## src/rtl/fpmult_issue_arbiter.sv

```systemverilog
// fpmult_issue_arbiter: round-robin two-requester issue arbiter for a pipelined FPMult core,
// returning products in issue order through a credit-reserved show-ahead result FIFO.
module fpmult_issue_arbiter #(
    parameter int WIDTH    = 16,
    parameter int EXPONENT = 5,
    parameter int LATENCY  = 4,
    parameter int DEPTH    = 4
) (
    input  logic             clk,
    input  logic             rst,
    input  logic             req0_valid,
    output logic             req0_ready,
    input  logic [WIDTH-1:0] req0_a,
    input  logic [WIDTH-1:0] req0_b,
    input  logic             req1_valid,
    output logic             req1_ready,
    input  logic [WIDTH-1:0] req1_a,
    input  logic [WIDTH-1:0] req1_b,
    output logic             core_valid,
    output logic [WIDTH-1:0] core_a,
    output logic [WIDTH-1:0] core_b,
    input  logic [WIDTH-1:0] core_result,
    output logic             rsp_valid,
    input  logic             rsp_ready,
    output logic [WIDTH-1:0] rsp_result,
    output logic             rsp_tag
);
    localparam int AW = $clog2(DEPTH);
    localparam int CW = $clog2(DEPTH + 1);

    if (LATENCY < 1 || DEPTH < 2 || (DEPTH & (DEPTH - 1)) != 0 || EXPONENT >= WIDTH - 1) begin : g_bad_params
        $error("fpmult_issue_arbiter: illegal parameter set");
    end

    logic [CW-1:0]      credit_q, credit_d, cnt_q, cnt_d;
    logic               ptr_q, ptr_d;
    logic               core_valid_q, core_tag_q;
    logic [WIDTH-1:0]   core_a_q, core_b_q;
    logic [LATENCY-1:0] pipe_v_q, pipe_t_q;
    logic [WIDTH-1:0]   mem_q [DEPTH];
    logic               tag_mem_q [DEPTH];
    logic [AW-1:0]      rd_q, wr_q;
    logic               avail, gnt0, gnt1, issue, push, pop;

    // A credit is held from issue until the response is popped, so a FIFO slot always waits for each product.
    always_comb begin
        avail    = !rst && credit_q != '0;
        gnt0     = avail && req0_valid && (!req1_valid || !ptr_q);
        gnt1     = avail && req1_valid && (!req0_valid || ptr_q);
        issue    = gnt0 || gnt1;
        push     = pipe_v_q[LATENCY-1];
        pop      = cnt_q != '0 && rsp_ready;
        credit_d = credit_q - CW'(issue) + CW'(pop);
        cnt_d    = cnt_q + CW'(push) - CW'(pop);
        ptr_d    = issue ? gnt0 : ptr_q;
    end

    always_ff @(posedge clk) begin
        if (rst) begin
            credit_q     <= CW'(DEPTH);
            cnt_q        <= '0;
            ptr_q        <= 1'b0;
            core_valid_q <= 1'b0;
            core_tag_q   <= 1'b0;
            core_a_q     <= '0;
            core_b_q     <= '0;
            pipe_v_q     <= '0;
            pipe_t_q     <= '0;
            rd_q         <= '0;
            wr_q         <= '0;
        end else begin
            credit_q     <= credit_d;
            cnt_q        <= cnt_d;
            ptr_q        <= ptr_d;
            core_valid_q <= issue;
            core_tag_q   <= gnt1;
            if (issue) begin
                core_a_q <= gnt1 ? req1_a : req0_a;
                core_b_q <= gnt1 ? req1_b : req0_b;
            end
            pipe_v_q <= LATENCY'({pipe_v_q, core_valid_q});
            pipe_t_q <= LATENCY'({pipe_t_q, core_tag_q});
            if (push) wr_q <= wr_q + AW'(1);
            if (pop) rd_q <= rd_q + AW'(1);
        end
    end

    always_ff @(posedge clk) begin
        if (push) begin
            mem_q[wr_q]     <= core_result;
            tag_mem_q[wr_q] <= pipe_t_q[LATENCY-1];
        end
    end

    assign req0_ready = gnt0;
    assign req1_ready = gnt1;
    assign core_valid = core_valid_q;
    assign core_a     = core_a_q;
    assign core_b     = core_b_q;
    assign rsp_valid  = cnt_q != '0;
    assign rsp_result = rsp_valid ? mem_q[rd_q] : '0;
    assign rsp_tag    = rsp_valid && tag_mem_q[rd_q];

    assert property (@(posedge clk) disable iff (rst) !(push && !pop && cnt_q == CW'(DEPTH)));
endmodule
```

## config.mk

```make
export PLATFORM = sky130hd
export DESIGN_NAME = fpmult_issue_arbiter
export DESIGN_NICKNAME = d
export VERILOG_FILES = /design/src/rtl/fpmult_issue_arbiter.sv
export SDC_FILE = /design/constraint.sdc
export NUM_CORES = 1
export LEC_CHECK = 0
export ABC_AREA = 1
export BUFFER_PORTS_ARGS = -buffer_cell sky130_fd_sc_hd__buf_2
export CORE_MARGIN = 8
export CORE_UTILIZATION = 35
export CTS_CLUSTER_DIAMETER = 200
export CTS_CLUSTER_SIZE = 20
export DETAILED_ROUTE_END_ITERATION = 6
export GPL_TIMING_DRIVEN = 0
export PLACE_DENSITY = 0.55
export SYNTH_ARGS = -nofsm -noshare
export SYNTH_HDL_FRONTEND = slang
export SYNTH_SLANG_ARGS = --single-unit
```

## constraint.sdc

```tcl
create_clock -name clk -period 2.45 [get_ports clk]
set_clock_uncertainty 0.05 [all_clocks]
set_input_delay 0.245 -clock clk [delete_from_list [all_inputs] [get_ports clk]]
set_output_delay 0.245 -clock clk [all_outputs]
set_load 0.1 [all_outputs]
```

# Word level (Yosys, flattened, before mapping)
# Memory sizes are Yosys's and may differ from the RTL's. A register that Yosys moved wholly into a read port is not among the register bits.
# Cells that the tools add are included.
totals:
  regBits: 53
  ramBits: 68
  input_bits: 85
  out_inout_bits: 53
  elab_cells: 44
  memories: 2
op_classes:
  add_sub_neg: 6
  mux: 9
  n_reduce_logical: 16
memory_table:
  columns: ["memory", "words", "width", "rd", "rd_clocked_by_memory_dff", "write_ports", "line_no", "text"]
  rows:
  - ["mem_q", 4, 16, 1, 1, 1, "40", "logic [WIDTH-1:0] mem_q [DEPTH];"]
  - ["tag_mem_q", 4, 1, 1, 1, 1, "41", "logic tag_mem_q [DEPTH];"]
ops:
  columns: ["operator", "n"]
  rows:
  - ["16-bit 2-to-1 mux", 3]
  - ["2-bit 2-to-1 mux", 4]
  - ["1-bit logical AND", 7]
  - ["3-bit by 1-bit adder with 3-bit output", 2]
  - ["3-bit nonzero test", 2]
  - ["3-bit by 1-bit subtractor with 3-bit output", 2]
  - ["2-bit by 1-bit adder with 2-bit output (second input constant)", 2]
  - ["1-bit logical NOT", 4]
  - ["1-bit logical OR", 3]
  - ["1-bit 2-to-1 mux", 2]

# Depth between registers and ports, before layout
depth:
  ltp_word: 7
  ltp_mapped: 11
  depth_no_buf: 10

# Worst setup path before layout
# Ideal clock, no wire load.
synth_timing:
  kind: "register to output"
  start: "register (tool-made name)"
  end: "output port rsp_result[5]"
  arrival_ps: 2447
  required_ps: 2155
  slack_ps: -292
  path_stages_with_launch: 7
  n_path_buf: 2
  cell_sequence: "dfxtp_1 buf_2 clkinv_1 buf_2 nor2_1 o21ai_0 a21oi_1"
synth_rtl:
  columns: ["item", "line_no", "text"]
  rows:
  - ["to (decl)", "25", "output logic [WIDTH-1:0] rsp_result,"]

==> impl_metrics.yaml <==
global_routing:
  antenna_found_initial: 1
  grt_usage: 0.1449
  grt_first_pass_wirelength_um: 22670
  grt_pass1_vias: 4593
  grt_max_degree: 18
  gr-total-overflow: 0
route:
  num_vias: 4459
  viasPerCell: 4.367
  drt-initial-drc-count: 184
  wl_um: 14040
  drc_errors: 0
  postRouteAntennaNets: 0
  firstDrtPassIters: 4
  wl_per_cell_um: 13.75
logic_synthesis:
  synth_top_family_by_area: "simple AND/OR/NAND/NOR gates"
  syn-num-nets: 722
  synth_common_cells: "nor2_1, nand2_1, edfxtp_1"
  synth_seq_cells: 123
  synth-edff-count: 68
  synth_fa_ha_area_frac: 0.02564
  synth_top_area_frac: 0.3735
  ys_types: 26
  synthFlopType: "edfxtp_1"
  yosys.area.top_type: "edfxtp_1"
  syn_inst: 627
  avgSynthCellArea_sq_um: 8.718
  synthArstFlopShare: 0
  synth_simple_gate_area_share: 0.2534
  yosysMostFrequentCell: "nor2_1"
  netlist_area_sq_um: 5466
  ys_seq_area_frac: 0.5750
  synth_xor_xnor_area_share: 0.003204
  synth_compound_area_frac: 0.06203
  synth.area.mux_share: 0
  synthTopCellsByArea: "edfxtp_1, dfxtp_1, nor2_1"
  yosysWarnings: 0
power_and_ir_drop:
  power.switching_fraction: 0.4839
  combPwrFrac: 0.486
  p_clk_frac: 0.250
  intPower_mw: 4.857
  fin_total_pwr_mw: 9.411
  p_sw_mw: 4.554
  peakVddDrop_v: 0.0007223
  power.density_nw_per_um2: 1299
  seq_power_share: 0.264
  p_leak_nw: 3.390
die:
  start_util: 0.3583
  rows: 45
  die_w_um: 141.0
  core_area_sq_um: 15260
  dieArea_sq_um: 19870
  pin_count: 138
  die_h_um: 141.0
setup_path:
  cp_max_fo: 10
  endpoint_kind: "output port"
  crit_chain: "buf_2 > buf_2 > nor2_1 > nor2_1 > o21ai_0 > a21oi_2 > buf_2"
  path_class: "register to output port"
  crit_arrival_ps: 2020
  required_ps: 2150
  rr_endpoint: "credit_q[2]"
  r2r-start: "credit_q[1]"
  worst_path_largest_cell_delay_ps: 430
  r2r_cells: 11
  crit_top_cell: "buf_2"
  startpoint_type: "register"
  r2r_setup_slack_ps: 210
  slowest_stage: "buf_2"
run:
  maxCapViolCount: 0
clock_tree:
  h-tree-depth: 4
  cts_tree: "done"
  cts_root_buf: "clkbuf_16"
  clkSinkCount: 123
  cts_buffer_depth: 2
  insertion_delay_ps: 410
  numCtsBuffers: 17
  clk_pin_slew_worst_paths_ps: 50
place:
  hpwl_um: 9997
  dp_cells: 975
  place.gp.congestion: 0.7699
  port_buffers: 137
hold_path:
  holdPathStages: 1
  hold_path.class: "primary input to register"
  hold_path_startpoint: "core_result[13]"
  hold_path_end: "mem_q[0][13]"
sta:
  tightest_slew_ps: 796.6
  holdWs_ps: 26.18
  setup_viol: 0
  setup_tns_ps: 0
  hold_viol_final: 0
  post-route-min-period_ps: 2312
  relSlewSlack: 0.4684
  finalCritPeriodShare: 0.9437
  fmax_mhz: 432.5
  slew_violations: 0
  rsz0062_at_grt: "false"
layout:
  layout.cells.non_filler: 1021
  nNetsFinal: 893
  fin_util: 0.4749
  n_antenna_cell: 0
  drive_gt1_frac: 0.2753
  syn_to_final_growth_pct: 32.55
status:
  status: "completed"
## cells in the final DEF (no fill, tap or decap), types with 3 or more instances in the layout
cell / Yosys / final
a21oi_1: 26 / 9
a21oi_2: 0 / 17
buf_2: 14 / 136
buf_4: 3 / 14
buf_6: 5 / 7
clkbuf_1: 8 / 3
clkbuf_16: 0 / 17
clkbuf_2: 0 / 5
clkbuf_4: 0 / 3
clkinv_1: 1 / 4
clkinv_2: 0 / 3
clkinv_4: 0 / 3
dfxtp_1: 55 / 55
dlygate4sd3_1: 0 / 13
edfxtp_1: 68 / 68
ha_1: 8 / 8
inv_1: 64 / 64
inv_2: 3 / 3
nand2_1: 106 / 106
nand3b_1: 32 / 32
nor2_1: 180 / 179
o21ai_0: 35 / 35
## metal layers
metal	up-vias	part of all wire	global-route usage
met3	17	0.093	0.06685
met5	-	0.00057	0
met2	148	0.46	0.2346
li1	2319	-	-
met1	1973	0.43	0.1633
met4	2	0.013	0.05713
## sequential cells by signal, summed over array words and instances (netlist names), named ones only
register / flops
wr_q: 2
mem_q: 64
core_tag_q: 1
core_b: 16
pipe_v_q: 4
ptr_q: 1
pipe_t_q: 4
tag_mem_q: 4
rd_q: 2
credit_q: 3
core_valid: 1
cnt_q: 3
core_a: 16
## cells by family (layout without fill, tap and decap cells)
| group | Yosys count | in the layout |
|---|---|---|
| simple gates | 327 | 327 |
| flops | 123 | 123 |
| buf+inv | 100 | 283 |
| compound gates | 65 | 65 |
| fa+ha+maj | 10 | 10 |
| xor+xnor | 2 | 2 |
## worst max-delay path, delay by kind of cell, from the launching register on
family	cells	cell delay [ps]
DFF	1	300
buffers and inverters	3	920
and+or+nand+nor	2	170
AOI/OAI and AO/OA	2	220
## repair_timing
action | 4_1_cts | 5_1_grt
resized for setup | 17 | 11
pin swaps | 1 | 0
hold buffers | 13 | 0
endpoints found under the hold margin | 52 | 0
endpoints found under the setup margin | 21 | 11
setup buffers | 2 | 0
## metrics by stage
stage | cell area, sq um | setup slack [ps]
6_report | 7246 | 137.8
4_1_cts | 7217 | -31.06
3_3_place_gp | 6480 | -170.4
5_1_grt | 7246 | 3.262
3_5_place_dp | 6480 | -238.7
2_1_floorplan | 5530 | 113.6
## area by class of cell
cell class                      instances  area (sq um)
Multi-Input combinational cell        404          1948
Buffer                                 32         196.4
Sequential cell                       123          3143
Fill cell                            1467          8013
Inverter                               68         257.7
Tap cell                              211         264.0
Clock inverter                         14         131.4
Timing Repair Buffer                  152         879.6
Clock buffer                           17         425.4
## worst max-delay path by stage
stage,start,to,cells after the start
after floorplan,cnt_q[2],cnt_q[2],8
after global placement,cnt_q[2],cnt_q[2],8
after detailed placement,cnt_q[2],cnt_q[2],8
after CTS,register,rsp_result[13],7
after global routing,register,rsp_result[15],7
final,register,rsp_result[15],7
## power groups by stage
stage               Sequential [mW]  Combinational, mW  Clock, mW
floorplan                      3.27               2.85          0
detailed placement             2.52               4.39          0
global placement               2.51               4.37          0
finish                         2.48               4.58       2.35
CTS                            2.48               4.56       2.40
global route                   2.50               4.87       2.50
Note: power is estimated with default switching activity, not from simulation.
